**config.mk**
```make
export PLATFORM = sky130hd
export DESIGN_NAME = triggerrec_event_fifo_flat
export DESIGN_NICKNAME = d
export VERILOG_FILES = /design/src/rtl/triggerrec_pkg.sv /design/src/rtl/triggerrec_event_fifo_if.sv /design/src/rtl/triggerrec_sync_fifo.sv /design/src/rtl/triggerrec_event_fifo.sv /design/src/flat_wrapper.sv
export SDC_FILE = /design/constraint.sdc
export NUM_CORES = 1
export LEC_CHECK = 0
export BUFFER_PORTS_ARGS = -buffer_cell sky130_fd_sc_hd__clkbuf_2
export CORE_MARGIN = 2
export CORE_UTILIZATION = 53
export DETAILED_ROUTE_END_ITERATION = 7
export PLACE_DENSITY = 0.73
export REMOVE_ABC_BUFFERS = 1
export SYNTH_ARGS = -nofsm -noshare
export SYNTH_HDL_FRONTEND = slang
export SYNTH_SLANG_ARGS = --single-unit
export TNS_END_PERCENT = 20
```
**constraint.sdc**
```tcl
create_clock -name clk -period 3.1 [get_ports clk]
set_input_delay 0.465 -clock clk [delete_from_list [all_inputs] [get_ports clk]]
set_output_delay 0.465 -clock clk [all_outputs]
set_load 0.01 [all_outputs]
```
**src/rtl/triggerrec_pkg.sv**
```systemverilog
// -----------------------------------------------------------------------------
// triggerrec_pkg
// Shared definitions for the trigger recorder event FIFO:
//   - ctrl bus register offsets and a decoder to a register-select enum
//   - STATUS read bit positions and STATUS write command bits
//   - stored timestamp width
//   - saturating increment helper for the dropped-event counter
// -----------------------------------------------------------------------------
package triggerrec_pkg;

  localparam logic [15:0] REG_STATUS  = 16'h0000;
  localparam logic [15:0] REG_MASK    = 16'h0004;
  localparam logic [15:0] REG_HEAD_TS = 16'h0008;
  localparam logic [15:0] REG_HEAD_IO = 16'h000C;

  // STATUS read layout
  localparam int STATUS_EMPTY_BIT = 0;
  localparam int STATUS_FULL_BIT  = 1;
  localparam int STATUS_OVF_BIT   = 2;
  localparam int STATUS_COUNT_LSB = 8;
  localparam int STATUS_DROP_LSB  = 16;

  // STATUS write command bits
  localparam int STATUS_WR_CLEAR_BIT = 0;
  localparam int STATUS_WR_FLUSH_BIT = 1;

  // Only the low word of the free-running counter is kept per entry
  localparam int TS_WIDTH = 32;

  typedef enum logic [2:0] {
    SEL_NONE    = 3'd0,
    SEL_STATUS  = 3'd1,
    SEL_MASK    = 3'd2,
    SEL_HEAD_TS = 3'd3,
    SEL_HEAD_IO = 3'd4
  } reg_sel_e;

  function automatic reg_sel_e decode_reg(input logic [15:0] addr);
    reg_sel_e sel;
    case (addr)
      REG_STATUS:  sel = SEL_STATUS;
      REG_MASK:    sel = SEL_MASK;
      REG_HEAD_TS: sel = SEL_HEAD_TS;
      REG_HEAD_IO: sel = SEL_HEAD_IO;
      default:     sel = SEL_NONE;
    endcase
    return sel;
  endfunction

  function automatic logic [15:0] sat_inc16(input logic [15:0] value);
    logic [15:0] result;
    if (value == 16'hFFFF) begin
      result = value;
    end else begin
      result = value + 16'd1;
    end
    return result;
  endfunction

endpackage

```
**src/rtl/triggerrec_event_fifo_if.sv**
```systemverilog
// -----------------------------------------------------------------------------
// triggerrec_event_fifo_if
// icosoc ctrl bus as seen by the event FIFO.
//   ctrl_wr   : byte write strobes (any bit set = write)
//   ctrl_rd   : read request
//   ctrl_addr : byte address
//   ctrl_wdat : write data
//   ctrl_rdat : registered read data
//   ctrl_done : one-cycle completion pulse
// master = CPU side, slave = peripheral side.
// -----------------------------------------------------------------------------
interface triggerrec_event_fifo_if;
  logic [3:0]  ctrl_wr;
  logic        ctrl_rd;
  logic [15:0] ctrl_addr;
  logic [31:0] ctrl_wdat;
  logic [31:0] ctrl_rdat;
  logic        ctrl_done;

  modport master (
    output ctrl_wr, ctrl_rd, ctrl_addr, ctrl_wdat,
    input  ctrl_rdat, ctrl_done
  );

  modport slave (
    input  ctrl_wr, ctrl_rd, ctrl_addr, ctrl_wdat,
    output ctrl_rdat, ctrl_done
  );
endinterface

```
**src/rtl/triggerrec_sync_fifo.sv**
```systemverilog
// -----------------------------------------------------------------------------
// triggerrec_sync_fifo
// Single-clock FIFO with first-word-fall-through head output.
//   clk, resetn : clock, async active-low reset (empties the FIFO)
//   push, push_data : write request and data
//   pop         : read request (ignored while empty)
//   flush       : empties the FIFO; overrides a same-cycle push/pop
//   count       : occupancy, log2(DEPTH)+1 bits
//   full, empty : occupancy flags
//   head        : data at the read pointer
// A push while full is accepted when a pop happens in the same cycle.
// -----------------------------------------------------------------------------
module triggerrec_sync_fifo #(
  parameter int WIDTH = 48,
  parameter int DEPTH = 16,
  localparam int AW = $clog2(DEPTH),
  localparam int CW = AW + 1
) (
  input  logic             clk,
  input  logic             resetn,
  input  logic             push,
  input  logic [WIDTH-1:0] push_data,
  input  logic             pop,
  input  logic             flush,
  output logic [CW-1:0]    count,
  output logic             full,
  output logic             empty,
  output logic [WIDTH-1:0] head
);

  logic [WIDTH-1:0] mem_r [DEPTH];
  logic [AW-1:0]    wr_ptr_r;
  logic [AW-1:0]    rd_ptr_r;
  logic [CW-1:0]    count_r;
  logic             pop_ok_s;
  logic             push_ok_s;

  assign empty = (count_r == {CW{1'b0}});
  assign full  = (count_r == CW'(DEPTH));
  assign count = count_r;
  assign head  = mem_r[rd_ptr_r];

  // Qualify requests against occupancy (pop frees a slot for a same-cycle push)
  always_comb begin
    pop_ok_s  = pop && !empty;
    push_ok_s = push && (!full || pop_ok_s);
  end

  // Pointers and occupancy; pointers wrap naturally since DEPTH is a power of two
  always_ff @(posedge clk or negedge resetn) begin
    if (!resetn) begin
      wr_ptr_r <= {AW{1'b0}};
      rd_ptr_r <= {AW{1'b0}};
      count_r  <= {CW{1'b0}};
    end else if (flush) begin
      wr_ptr_r <= {AW{1'b0}};
      rd_ptr_r <= {AW{1'b0}};
      count_r  <= {CW{1'b0}};
    end else begin
      if (push_ok_s) begin
        wr_ptr_r <= wr_ptr_r + AW'(1);
      end
      if (pop_ok_s) begin
        rd_ptr_r <= rd_ptr_r + AW'(1);
      end
      count_r <= count_r + CW'(push_ok_s) - CW'(pop_ok_s);
    end
  end

  // Entry storage
  always_ff @(posedge clk or negedge resetn) begin
    if (!resetn) begin
      for (int i = 0; i < DEPTH; i++) begin
        mem_r[i] <= {WIDTH{1'b0}};
      end
    end else if (push_ok_s && !flush) begin
      mem_r[wr_ptr_r] <= push_data;
    end
  end

endmodule

```
**src/rtl/triggerrec_event_fifo.sv**
```systemverilog
// -----------------------------------------------------------------------------
// triggerrec_event_fifo
// Edge-capture stage: compares each sampled IO vector with the previous one
// and, on a change in any enabled channel, logs {timestamp[31:0], io_in}
// into a FIFO drained by the CPU over the ctrl bus.
//   clk, resetn : clock, async active-low reset
//   io_in       : sampled pin vector (clk domain)
//   timestamp   : free-running counter, low 32 bits stored
//   ctrl        : ctrl bus slave (STATUS/MASK/HEAD_TS/HEAD_IO)
//   irq         : high while the FIFO holds at least one entry
// -----------------------------------------------------------------------------
module triggerrec_event_fifo
  import triggerrec_pkg::*;
#(
  parameter int IO_LENGTH  = 16,
  parameter int FIFO_DEPTH = 16
) (
  input  logic                 clk,
  input  logic                 resetn,
  input  logic [IO_LENGTH-1:0] io_in,
  input  logic [63:0]          timestamp,
  triggerrec_event_fifo_if.slave ctrl,
  output logic                 irq
);

  localparam int ENTRY_W = TS_WIDTH + IO_LENGTH;
  localparam int CNT_W   = $clog2(FIFO_DEPTH) + 1;

  logic [IO_LENGTH-1:0] io_prev_r;
  logic                 primed_r;
  logic [IO_LENGTH-1:0] mask_r;
  logic                 overflow_r;
  logic [15:0]          drop_cnt_r;
  logic                 ctrl_done_r;
  logic [31:0]          ctrl_rdat_r;
  logic                 irq_r;

  logic [CNT_W-1:0]     fifo_count_s;
  logic                 fifo_full_s;
  logic                 fifo_empty_s;
  logic [ENTRY_W-1:0]   fifo_head_s;

  reg_sel_e             sel_s;
  logic                 req_s;
  logic                 rd_s;
  logic                 wr_s;
  logic                 pop_s;
  logic                 flush_s;
  logic                 clr_s;
  logic                 mask_wr_s;
  logic                 event_s;
  logic                 push_s;
  logic                 drop_s;
  logic                 overflow_nxt_s;
  logic [15:0]          drop_cnt_nxt_s;
  logic [CNT_W-1:0]     count_nxt_s;
  logic [31:0]          status_s;
  logic [31:0]          rdat_s;
  logic                 ctrl_unused_s;

  assign ctrl.ctrl_done = ctrl_done_r;
  assign ctrl.ctrl_rdat = ctrl_rdat_r;
  assign irq            = irq_r;
  assign ctrl_unused_s  = ^{timestamp[63:TS_WIDTH], ctrl.ctrl_wdat};

  triggerrec_sync_fifo #(
    .WIDTH (ENTRY_W),
    .DEPTH (FIFO_DEPTH)
  ) u_fifo (
    .clk       (clk),
    .resetn    (resetn),
    .push      (push_s),
    .push_data ({timestamp[TS_WIDTH-1:0], io_in}),
    .pop       (pop_s),
    .flush     (flush_s),
    .count     (fifo_count_s),
    .full      (fifo_full_s),
    .empty     (fifo_empty_s),
    .head      (fifo_head_s)
  );

  // Request decode, edge detection, FIFO control and bookkeeping next-state
  always_comb begin
    // A request is only taken while no completion is pending, so a request
    // held across its own done cycle cannot pop twice.
    req_s     = ((ctrl.ctrl_wr != 4'b0000) || ctrl.ctrl_rd) && !ctrl_done_r;
    sel_s     = decode_reg(ctrl.ctrl_addr);
    rd_s      = req_s && ctrl.ctrl_rd;
    wr_s      = req_s && (ctrl.ctrl_wr != 4'b0000);
    pop_s     = rd_s && (sel_s == SEL_HEAD_IO) && !fifo_empty_s;
    flush_s   = wr_s && (sel_s == SEL_STATUS) && ctrl.ctrl_wdat[STATUS_WR_FLUSH_BIT];
    clr_s     = wr_s && (sel_s == SEL_STATUS) && ctrl.ctrl_wdat[STATUS_WR_CLEAR_BIT];
    mask_wr_s = wr_s && (sel_s == SEL_MASK);

    event_s = primed_r && (((io_in ^ io_prev_r) & mask_r) != {IO_LENGTH{1'b0}});
    // Flush discards a same-cycle event outright: it is neither stored nor dropped.
    push_s  = event_s && !flush_s && (!fifo_full_s || pop_s);
    drop_s  = event_s && !flush_s && fifo_full_s && !pop_s;

    // A drop in the same cycle as a clear leaves exactly one drop recorded.
    if (drop_s) begin
      overflow_nxt_s = 1'b1;
    end else if (clr_s) begin
      overflow_nxt_s = 1'b0;
    end else begin
      overflow_nxt_s = overflow_r;
    end

    if (drop_s) begin
      if (clr_s) begin
        drop_cnt_nxt_s = 16'd1;
      end else begin
        drop_cnt_nxt_s = sat_inc16(drop_cnt_r);
      end
    end else if (clr_s) begin
      drop_cnt_nxt_s = 16'd0;
    end else begin
      drop_cnt_nxt_s = drop_cnt_r;
    end

    if (flush_s) begin
      count_nxt_s = {CNT_W{1'b0}};
    end else begin
      count_nxt_s = fifo_count_s + CNT_W'(push_s) - CNT_W'(pop_s);
    end
  end

  // Read data mux; STATUS shows the state after this edge so an event
  // captured on the same edge as the read is already counted.
  always_comb begin
    status_s                                = 32'h0000_0000;
    status_s[STATUS_EMPTY_BIT]              = (count_nxt_s == {CNT_W{1'b0}});
    status_s[STATUS_FULL_BIT]               = (count_nxt_s == CNT_W'(FIFO_DEPTH));
    status_s[STATUS_OVF_BIT]                = overflow_nxt_s;
    status_s[STATUS_COUNT_LSB +: 8]         = 8'(count_nxt_s);
    status_s[STATUS_DROP_LSB +: 16]         = drop_cnt_nxt_s;

    rdat_s = 32'h0000_0000;
    if (rd_s) begin
      case (sel_s)
        SEL_STATUS:  rdat_s = status_s;
        SEL_MASK:    rdat_s = 32'(mask_r);
        SEL_HEAD_TS: rdat_s = fifo_empty_s ? 32'h0000_0000
                                           : fifo_head_s[ENTRY_W-1:IO_LENGTH];
        SEL_HEAD_IO: rdat_s = fifo_empty_s ? 32'h0000_0000
                                           : 32'(fifo_head_s[IO_LENGTH-1:0]);
        default:     rdat_s = 32'h0000_0000;
      endcase
    end else begin
      rdat_s = 32'h0000_0000;
    end
  end

  // Previous-sample register and first-cycle priming
  always_ff @(posedge clk or negedge resetn) begin
    if (!resetn) begin
      io_prev_r <= {IO_LENGTH{1'b0}};
      primed_r  <= 1'b0;
    end else begin
      io_prev_r <= io_in;
      primed_r  <= 1'b1;
    end
  end

  // Channel mask, sticky overflow and saturating drop counter
  always_ff @(posedge clk or negedge resetn) begin
    if (!resetn) begin
      mask_r     <= {IO_LENGTH{1'b0}};
      overflow_r <= 1'b0;
      drop_cnt_r <= 16'd0;
    end else begin
      if (mask_wr_s) begin
        mask_r <= ctrl.ctrl_wdat[IO_LENGTH-1:0];
      end
      overflow_r <= overflow_nxt_s;
      drop_cnt_r <= drop_cnt_nxt_s;
    end
  end

  // Registered ctrl completion, read data and interrupt
  always_ff @(posedge clk or negedge resetn) begin
    if (!resetn) begin
      ctrl_done_r <= 1'b0;
      ctrl_rdat_r <= 32'h0000_0000;
      irq_r       <= 1'b0;
    end else begin
      ctrl_done_r <= req_s;
      ctrl_rdat_r <= rdat_s;
      irq_r       <= (count_nxt_s != {CNT_W{1'b0}});
    end
  end

endmodule
```
**src/flat_wrapper.sv**
```systemverilog
// flat-port wrapper written by rule: the top's interface ports become plain ports
module triggerrec_event_fifo_flat import triggerrec_pkg::*;
#(
  parameter int IO_LENGTH  = 16,
  parameter int FIFO_DEPTH = 16
)
  (clk, resetn, io_in, timestamp, irq, ctrl_ctrl_wr, ctrl_ctrl_rd, ctrl_ctrl_addr, ctrl_ctrl_wdat, ctrl_ctrl_rdat, ctrl_ctrl_done);
  triggerrec_event_fifo_if ctrl_i ();
  input  logic clk;
  input  logic resetn;
  input  logic [IO_LENGTH-1:0] io_in;
  input  logic [63:0] timestamp;
  output logic irq;
  input wire logic [$bits(ctrl_i.ctrl_wr)-1:0] ctrl_ctrl_wr;
  input wire logic [$bits(ctrl_i.ctrl_rd)-1:0] ctrl_ctrl_rd;
  input wire logic [$bits(ctrl_i.ctrl_addr)-1:0] ctrl_ctrl_addr;
  input wire logic [$bits(ctrl_i.ctrl_wdat)-1:0] ctrl_ctrl_wdat;
  output wire logic [$bits(ctrl_i.ctrl_rdat)-1:0] ctrl_ctrl_rdat;
  output wire logic [$bits(ctrl_i.ctrl_done)-1:0] ctrl_ctrl_done;
  assign ctrl_i.ctrl_wr = ctrl_ctrl_wr;
  assign ctrl_i.ctrl_rd = ctrl_ctrl_rd;
  assign ctrl_i.ctrl_addr = ctrl_ctrl_addr;
  assign ctrl_i.ctrl_wdat = ctrl_ctrl_wdat;
  assign ctrl_ctrl_rdat = ctrl_i.ctrl_rdat;
  assign ctrl_ctrl_done = ctrl_i.ctrl_done;
  triggerrec_event_fifo #(.IO_LENGTH(IO_LENGTH), .FIFO_DEPTH(FIFO_DEPTH)) u_core (.clk(clk), .resetn(resetn), .io_in(io_in), .timestamp(timestamp), .ctrl(ctrl_i), .irq(irq));
endmodule
```
==> impl_metrics.env, run 1 <==
export IMPL_cp_arrival_ps=3850
export IMPL_rsz0062_at_grt="true"
export IMPL_drc_errors=0
export IMPL_end_kind="flip-flop"
export IMPL_path_clk_slew_ps=60
export IMPL_die_width_um=281
export IMPL_setup_ws_ps=-193.9
export IMPL_drv_cap=0
export IMPL_design_core_area_um2=75950
export IMPL_cts_htree_levels=3
export IMPL_gp_congestion=0.9305
export IMPL_synthCells=2461
export IMPL_fin_crit_sh_pct=106.3
export IMPL_clockBufferDepth=3
export IMPL_ys_ff_latch=865
export IMPL_required_ps=3650
export IMPL_utilization_pct=62.25
export IMPL_die_area_um2=78960
export IMPL_dr_pass1_iters=5
export IMPL_critPathLaunchType="flip-flop"
export IMPL_drtIter0Drc=1985
export IMPL_r2r_slack_ps=-190
export IMPL_wl_um=102700
export IMPL_hpwl_um=65500
export IMPL_fin_skew_ps=22.37
export IMPL_synth_edf_count=0
export IMPL_max_slew_worst_pin_slew_ps=805.2
export IMPL_antenna_found_initial=7
export IMPL_crit_fanout=2
export IMPL_synth_cell_type_count=63
export IMPL_io_pins=169
export IMPL_yosysSeqAreaShare_pct=53.23
export IMPL_hold_path_class="in -> reg"
export IMPL_fin_crit_ps=3294
export IMPL_grt_first_pass_wirelength_um=158600
export IMPL_cts_tree="yes"
export IMPL_whs_ps=68.56
export IMPL_vias=23240
export IMPL_grt_max_degree=99
export IMPL_ctsRootBufferMaster="clkbuf_16"
export IMPL_max_slew_margin_pct=46.32
export IMPL_slew_viol_final=0
export IMPL_clock_insertion_delay_worst_skew_ps=650
export IMPL_start_util_pct=53.54
export IMPL_layout_common_cells="dfrtp_1 (861), mux2_2 (464), mux2_4 (320), mux4_2 (235), buf_4 (134)"
export IMPL_leakage_nw=22.08
export IMPL_criticalPathCategory="reg -> reg"
export IMPL_yosysWarnings=0
export IMPL_nNetsFinal=2839
export IMPL_yosys_most_used_dff="dfrtp_1"
export IMPL_design_area_um2=47280
export IMPL_track_usage_pct=26.81
export IMPL_final_hold_violation_count=0
export IMPL_max_vdd_ir_drop_v=0.0003588
export IMPL_avgRoutedWirePerCell_um=27.10
export IMPL_viasPerCell=6.130
export IMPL_ant_nets=0
export IMPL_clock_sinks=865
export IMPL_layout_commonest_cell="dfrtp_1"
export IMPL_grt_pass1_vias=25240
export IMPL_powerDensity_nw_per_um2=502.1
export IMPL_status="complete, but fails checks"
export IMPL_avgSynthCellArea_um2=16.52
export IMPL_synth_cell_area_um2=40670
export IMPL_max_freq_mhz=303.6
export IMPL_setup_viol=5
export IMPL_grt_overflow_total=0
export IMPL_finalPower_w=0.02374
export IMPL_drive_above_1_share_pct=56.49
export IMPL_portBuffers=120
export IMPL_synthArstFlopShare_pct=100.0
export IMPL_placed_cell_area_um2=43870
export IMPL_syn_to_final_growth_pct=16.26
export IMPL_violations="negative setup slack"
export IMPL_num_rows=101
export IMPL_die_h_um=281
export IMPL_numCtsBuffers=90
-- through the flow --
| stage | setup WS [ps] | TNS [ps] | instances |
|---|---|---|---|
| floorplan | -5939 | -494030 | 2261 |
| global placement | -667.0 | -19960 | 3618 |
| detailed placement | -744.9 | -27110 | 3618 |
| CTS | -155.0 | -255.0 | 3790 |
| global route | -305.3 | -1043 | 3791 |
| finish | -193.9 | -508.1 | 3791 |
-- worst paths after layout --
check	depth (start not counted)	endpoint	startpoint
max reg2reg	16	u_core.ctrl.ctrl_rdat[0]$_DFF_PN0_	u_core.io_prev_r[7]$_DFF_PN0_
min in group asynchronous	2	u_core.u_fifo.mem_r[572]$_DFFE_PN0P_	resetn
max	16	u_core.ctrl.ctrl_rdat[0]$_DFF_PN0_	u_core.io_prev_r[7]$_DFF_PN0_
max in group asynchronous	4	u_core.u_fifo.mem_r[313]$_DFFE_PN0P_	resetn
min	2	u_core.mask_r[10]$_DFFE_PN0P_	ctrl_ctrl_wdat[10]
min reg2reg	1	u_core.overflow_r$_DFF_PN0_	u_core.overflow_r$_DFF_PN0_
-- layout make-up --
class / count / area, µm²
repair buffers: 335 / 3184
well taps: 1030 / 1289
multi-input cells: 1374 / 17880
clock inverters: 29 / 386.6
clock buffers: 135 / 2788
flip-flops and latches: 865 / 21660
inverters: 22 / 82.58
diodes: 1 / 2.502
fillers: 5352 / 28670
-- sequential cells by signal, indices dropped and copies added (netlist names), 4 cells and up --
register	flops
u_core.u_fifo.mem_r	768
u_core.io_prev_r	16
u_core.ctrl.ctrl_rdat	32
u_core.u_fifo.rd_ptr_r	4
u_core.mask_r	16
u_core.u_fifo.wr_ptr_r	4
u_core.drop_cnt_r	16
u_core.u_fifo.count	5
-- worst max-delay path: stages (launching register included) --
cell      delay (ps)
dfrtp_1          420
xor2_4           190
a22oi_1          180
nand4_1          140
buf_6            170
o211ai_4         190
or3_4            170
nand2_4           50
ha_4             160
fa_2             350
a21oi_2          140
nor2_1            50
nor2_1           140
xor2_1           240
a21oi_2           90
a2111o_1         380
a21oi_2          140
-- report_power, final --
part | switching [W] | internal, W
clock | 0.00451 | 0.00695
sequential | 0.0000253 | 0.0113
combinational | 0.000606 | 0.000312
-- kinds of logic after synthesis --
family / Yosys count / synth area share, %
AND/OR/NAND/NOR: 208 / 2.877
multiplexers: 1033 / 38.02
adder cells (fa/ha/maj): 16 / 0.5292
AO/OA/AOI/OAI: 81 / 1.412
buffers and inverters: 222 / 3.169
XOR/XNOR: 35 / 0.7538
flip-flops: 865 / 53.23
other: 1 / 0.009221
-- cells in the mapped netlist, types with 14 or more instances --
| cell | count | area share, % |
|---|---|---|
| clkbuf_1 | 80 | 0.74 |
| xor2_1 | 21 | 0.45 |
| and3_4 | 16 | 0.44 |
| mux2_4 | 320 | 12 |
| inv_1 | 21 | 0.19 |
| nand2_1 | 67 | 0.62 |
| dfrtp_1 | 865 | 53 |
| nor2_1 | 46 | 0.42 |
| ha_1 | 14 | 0.43 |
| buf_6 | 50 | 1.4 |
| buf_2 | 55 | 0.68 |
| mux2i_1 | 14 | 0.34 |
| xnor2_1 | 14 | 0.30 |
| a21oi_1 | 18 | 0.22 |
| mux4_2 | 235 | 13 |
| a22oi_1 | 22 | 0.41 |
| mux2_2 | 464 | 13 |
-- repair_timing --
item,4_1_cts,5_1_grt
setup buffers,8,0
endpoints found under the setup margin,6,8
hold endpoints to repair,50,0
hold buffers,1,0
gates resized for setup,33,2
pin swaps,26,3
cloned,0,0
-- layer usage --
metal	vias to the layer above	routed length, µm	global-route usage (%)
met2	804	48250	41.48
met5	-	210	1.313
li1	9577	-	-
met3	209	6832	6.418
met1	12640	44470	37.83
met4	12	2971	8.021
No activity file was read; power rests on OpenSTA's default activity.
==> run 2: changes to the inputs <==
Settings changed: PLACE_DENSITY 0.73 to 0.76.
==> impl_metrics.env, run 2 (synthesized netlist as in run 1, its figures left out) <==
export IMPL_drive_above_1_share_pct=55.96
export IMPL_fin_crit_sh_pct=105.9
export IMPL_path_clk_slew_ps=60
export IMPL_max_vdd_ir_drop_v=0.0003889
export IMPL_critPathLaunchType="flip-flop"
export IMPL_cts_htree_levels=3
export IMPL_cts_tree="yes"
export IMPL_grt_max_degree=106
export IMPL_clockBufferDepth=3
export IMPL_avgRoutedWirePerCell_um=27.15
export IMPL_dr_pass1_iters=5
export IMPL_finalSetupTns_ps=-541.6
export IMPL_track_usage_pct=26.68
export IMPL_start_util_pct=53.54
export IMPL_finalPower_w=0.02338
export IMPL_slew_viol_final=0
export IMPL_crit_fanout=4
export IMPL_end_kind="flip-flop"
export IMPL_numCtsBuffers=89
export IMPL_layout_commonest_cell="dfrtp_1"
export IMPL_ctsRootBufferMaster="clkbuf_16"
export IMPL_powerDensity_nw_per_um2=498.5
export IMPL_cp_arrival_ps=3860
export IMPL_syn_to_final_growth_pct=15.33
export IMPL_hpwl_um=64380
export IMPL_grt_overflow_total=0
export IMPL_clock_sinks=865
export IMPL_num_rows=101
export IMPL_setup_ws_ps=-183.6
export IMPL_max_slew_worst_pin_slew_ps=782.3
export IMPL_grt_first_pass_wirelength_um=158300
export IMPL_max_freq_mhz=304.5
export IMPL_design_area_um2=46900
export IMPL_portBuffers=120
export IMPL_largest_register="u_core.u_fifo.mem_r"
export IMPL_gp_congestion=0.9046
export IMPL_die_area_um2=78960
export IMPL_final_hold_violation_count=0
export IMPL_fill_cells=5361
export IMPL_max_slew_margin_pct=47.85
export IMPL_clock_insertion_delay_worst_skew_ps=650
export IMPL_die_h_um=281
export IMPL_grt_pass1_vias=25490
export IMPL_criticalPathCategory="reg -> reg"
export IMPL_status="complete, but fails checks"
export IMPL_placed_cell_area_um2=43690
export IMPL_startpoint="u_core.u_fifo.count[2]$_DFF_PN0_"
export IMPL_r2r_slack_ps=-180
export IMPL_layout_common_cells="dfrtp_1 (861), mux2_2 (464), mux2_4 (320), mux4_2 (235), buf_4 (126)"
export IMPL_die_width_um=281
export IMPL_drc_errors=0
export IMPL_design_core_area_um2=75950
export IMPL_cp_endpoint="u_core.ctrl.ctrl_rdat[0]$_DFF_PN0_"
export IMPL_rsz0062_at_grt="true"
export IMPL_fin_crit_ps=3284
export IMPL_r2r_start="u_core.u_fifo.count[2]$_DFF_PN0_"
export IMPL_viasPerCell=6.107
export IMPL_drv_cap=0
export IMPL_drtIter0Drc=1877
export IMPL_wl_um=102500
export IMPL_vias=23050
export IMPL_nNetsFinal=2821
export IMPL_ant_nets=0
export IMPL_setup_viol=4
export IMPL_largest_register_ffs=768
export IMPL_r2r_end="u_core.ctrl.ctrl_rdat[0]$_DFF_PN0_"
export IMPL_rr_worst_depth=13
export IMPL_violations="negative setup slack"
export IMPL_required_ps=3670
export IMPL_fin_skew_ps=31.07
export IMPL_antenna_found_initial=4
export IMPL_io_pins=169
export IMPL_leakage_nw=21.90
export IMPL_hold_path_class="in -> reg"
-- run 2: changes by cell type in the layout (fill, tap and decap cells not counted), moves of 3 or more --
cell       before  now
clkinv_2       14   18
buf_4         134  126
clkbuf_1       14   17
buf_12         75   70
buf_6           5    1
clkbuf_8       26   22
clkbuf_16      95   91
-- run 2: worst min-delay path by stage --
| stage | from | endpoint | cells past startpoint | slack (ps) |
|---|---|---|---|---|
| 2_1_floorplan | resetn | u_core.ctrl.ctrl_done$_DFF_PN0_ | 0 | 170 |
| 3_3_place_gp | u_core.overflow_r$_DFF_PN0_ | u_core.overflow_r$_DFF_PN0_ | 1 | 460 |
| 3_5_place_dp | u_core.overflow_r$_DFF_PN0_ | u_core.overflow_r$_DFF_PN0_ | 1 | 460 |
| 4_1_cts | ctrl_ctrl_wdat[2] | u_core.mask_r[2]$_DFFE_PN0P_ | 2 | 10 |
| 5_1_grt | io_in[15] | u_core.io_prev_r[15]$_DFF_PN0_ | 1 | 30 |
| 6_report | ctrl_ctrl_wdat[2] | u_core.mask_r[2]$_DFFE_PN0P_ | 2 | 50 |
-- run 2: power by group --
group,total [W],internal [W],switching (W)
Sequential,0.0114,0.0113,0.0000271
Combinational,0.000934,0.000317,0.000617
Clock,0.0111,0.00652,0.00456
-- run 2: area by class of cell --
type / count / area [µm²] / share of cell area, %
sequential: 865 / 21660 / 46.19
multi-input combinational: 1374 / 17840 / 38.04
timing repair buffer: 318 / 2979 / 6.352
clock buffer: 130 / 2644 / 5.637
tap: 1030 / 1289 / 2.748
clock inverter: 34 / 401.6 / 0.8564
inverter: 22 / 82.58 / 0.1761
antenna: 1 / 2.502 / 0.005336
-- run 2: critical path: stages, from the launching register on --
cell and delay (ps):
dfrtp_1 410, inv_2 100, ha_4 130, or4b_4 470
nand3_4 110, nor2_4 50, or3_1 300, nand2_1 80
ha_2 180, fa_2 470, nor4_4 310, a21oi_2 100
a2111o_1 380, a21oi_2 130
-- run 2: per-stage QoR --
step,utilization [%],hold WS (ps),instances,setup WS [ps]
after CTS,61.72,14.65,3773,-135.0
final,61.75,47.32,3774,-183.6
after global placement,57.52,457.6,3602,-645.7
after global routing,61.75,29.55,3773,-328.2
after floorplan,-,169.4,2261,-5939
after detailed placement,57.52,463.2,3602,-670.8
-- run 2: what timing repair did --
action                                  CTS  global route
endpoints found under the hold margin    49             0
hold buffers                              1             0
gates resized for setup                  17             6
gates cloned                              0             0
pin swaps                                18             3
setup buffers                             6             0
endpoints found under the setup margin    5             6
-- run 2: per-layer routing --
| metal | up-vias | share of wire [%] | track usage (%) |
|---|---|---|---|
| met5 | - | 0.042 | 0 |
| met4 | 6 | 3.1 | 9.461 |
| met3 | 216 | 7.5 | 6.725 |
| met2 | 848 | 48 | 42.57 |
| met1 | 12450 | 41 | 35.73 |
| li1 | 9525 | - | - |
==> run 3: changes to the inputs <==
Settings changed: CORE_MARGIN 2 to unset.
Clock period 3.1 ns to 2.9 ns, I/O delays scaled along.
==> impl_metrics.env, run 3 (synthesized netlist as in run 1, its figures left out) <==
export IMPL_status="complete, but fails checks"
export IMPL_violations="negative setup slack"
export IMPL_largest_register_ffs=768
export IMPL_end_kind="flip-flop"
export IMPL_final_seq_area_um2=21660
export IMPL_numCtsBuffers=89
export IMPL_setup_viol=6
export IMPL_cp_arrival_ps=3830
export IMPL_layout_commonest_cell="dfrtp_1"
export IMPL_ant_nets=0
export IMPL_fill_cells=5316
export IMPL_max_slew_margin_pct=58.37
export IMPL_placed_cell_area_um2=43900
export IMPL_design_core_area_um2=75950
export IMPL_setup_ws_ps=-426.9
export IMPL_hpwl_um=64770
export IMPL_powerDensity_nw_per_um2=527.1
export IMPL_design_area_um2=47100
export IMPL_drtIter0Drc=1972
export IMPL_max_slew_worst_pin_slew_ps=624.5
export IMPL_max_vdd_ir_drop_v=0.0004332
export IMPL_vias=23300
export IMPL_portBuffers=120
export IMPL_dr_pass1_iters=5
export IMPL_grt_overflow_total=0
export IMPL_die_h_um=279
export IMPL_viasPerCell=6.159
export IMPL_track_usage_pct=27.24
export IMPL_clock_insertion_delay_worst_skew_ps=640
export IMPL_dp_cells=3614
export IMPL_nNetsFinal=2834
export IMPL_io_pins=169
export IMPL_fin_skew_ps=26.43
export IMPL_gp_congestion=0.9212
export IMPL_criticalPathCategory="reg -> reg"
export IMPL_slew_viol_final=0
export IMPL_largest_register="u_core.u_fifo.mem_r"
export IMPL_fin_crit_ps=3327
export IMPL_hold_path_class="in -> reg"
export IMPL_hold_depth=2
export IMPL_drv_cap=0
export IMPL_drc_errors=0
export IMPL_avgRoutedWirePerCell_um=27.06
export IMPL_syn_to_final_growth_pct=15.82
export IMPL_antenna_found_initial=2
export IMPL_wl_um=102300
export IMPL_fin_crit_sh_pct=114.7
export IMPL_cts_htree_levels=3
export IMPL_leakage_nw=21.95
export IMPL_required_ps=3400
export IMPL_grt_first_pass_wirelength_um=160100
export IMPL_final_hold_violation_count=0
export IMPL_grt_max_degree=82
export IMPL_cts_tree="yes"
export IMPL_drive_above_1_share_pct=56.25
export IMPL_num_rows=101
export IMPL_grt_pass1_vias=25150
export IMPL_layout_cells_non_filler=3782
export IMPL_dpl_worst_slack_ps=-967.2
export IMPL_rr_worst_depth=16
export IMPL_finalSetupTns_ps=-1263
export IMPL_die_area_um2=77840
export IMPL_clockBufferDepth=3
export IMPL_critPathLaunchType="flip-flop"
export IMPL_crit_fanout=3
export IMPL_die_width_um=279
export IMPL_clock_sinks=865
export IMPL_start_util_pct=53.54
export IMPL_multi_input_area_um2=17890
export IMPL_r2r_slack_ps=-430
export IMPL_path_clk_slew_ps=60
export IMPL_max_freq_mhz=300.6
export IMPL_layout_common_cells="dfrtp_1 (861), mux2_2 (464), mux2_4 (320), mux4_2 (235), buf_4 (128)"
export IMPL_rsz0062_at_grt="true"
export IMPL_ctsRootBufferMaster="clkbuf_16"
export IMPL_finalPower_w=0.02482
==> run 3: worst paths after layout <==
check / from / end
worst max-delay path: u_core.io_prev_r[0]$_DFF_PN0_ / u_core.ctrl.ctrl_rdat[1]$_DFF_PN0_
worst min-delay path: ctrl_ctrl_wdat[2] / u_core.mask_r[2]$_DFFE_PN0P_
min in group asynchronous: resetn / u_core.u_fifo.mem_r[755]$_DFFE_PN0P_
worst max register to register: u_core.io_prev_r[0]$_DFF_PN0_ / u_core.ctrl.ctrl_rdat[1]$_DFF_PN0_
worst min register to register: u_core.overflow_r$_DFF_PN0_ / u_core.overflow_r$_DFF_PN0_
max in group asynchronous: resetn / u_core.u_fifo.mem_r[582]$_DFFE_PN0P_
==> run 3: metal layers <==
layer | track usage, % | wire length (µm) | vias up
met2 | 43.61 | 49740 | 836
met5 | 0 | 14 | -
li1 | - | - | 9569
met1 | 39.02 | 44080 | 12720
met4 | 6.622 | 2445 | 2
met3 | 4.703 | 6069 | 168
==> run 3: where the power goes <==
group | internal (W) | switching, W
Clock | 0.00688 | 0.00478
Combinational | 0.000354 | 0.000660
Sequential | 0.0121 | 0.0000282
Total | 0.0194 | 0.00547
==> run 3: stage by stage <==
| step | utilization [%] | hold slack, ps |
|---|---|---|
| finish | 62.01 | 37.05 |
| detailed placement | 57.80 | 464.5 |
| global placement | 57.80 | 452.4 |
| CTS | 61.90 | 4.956 |
| global route | 62.01 | 26.84 |
| floorplan | - | 139.4 |
==> run 3: cell type report <==
class / instances / share of cell area (%)
Inverter: 22 / 0.1753
Clock buffer: 136 / 5.682
Sequential cell: 865 / 45.99
Multi-Input combinational cell: 1374 / 37.99
Tap cell: 1030 / 2.736
Antenna cell: 2 / 0.01063
Clock inverter: 22 / 0.6110
Timing Repair Buffer: 331 / 6.806
==> run 3: repair_timing <==
| action | 4_1_cts | 5_1_grt |
|---|---|---|
| resized for setup | 22 | 16 |
| hold buffers | 1 | 0 |
| setup endpoints to repair | 9 | 504 |
| setup buffers | 5 | 4 |
| pin swaps | 17 | 5 |
| endpoints found under the hold margin | 46 | 0 |
==> run 3: worst max-delay path, cell delays in order (launching register included) <==
cell and delay [ps]:
dfrtp_1 370, xor2_1 190, a22oi_1 320, nand4_1 190
o211ai_4 210, or3_1 130, nand2_1 60, ha_2 200
fa_2 390, a21oi_2 140, nor2_1 50, nor2_1 100
xor2_1 220, buf_4 150, nor2b_2 40, a222oi_1 340
nor2_1 70
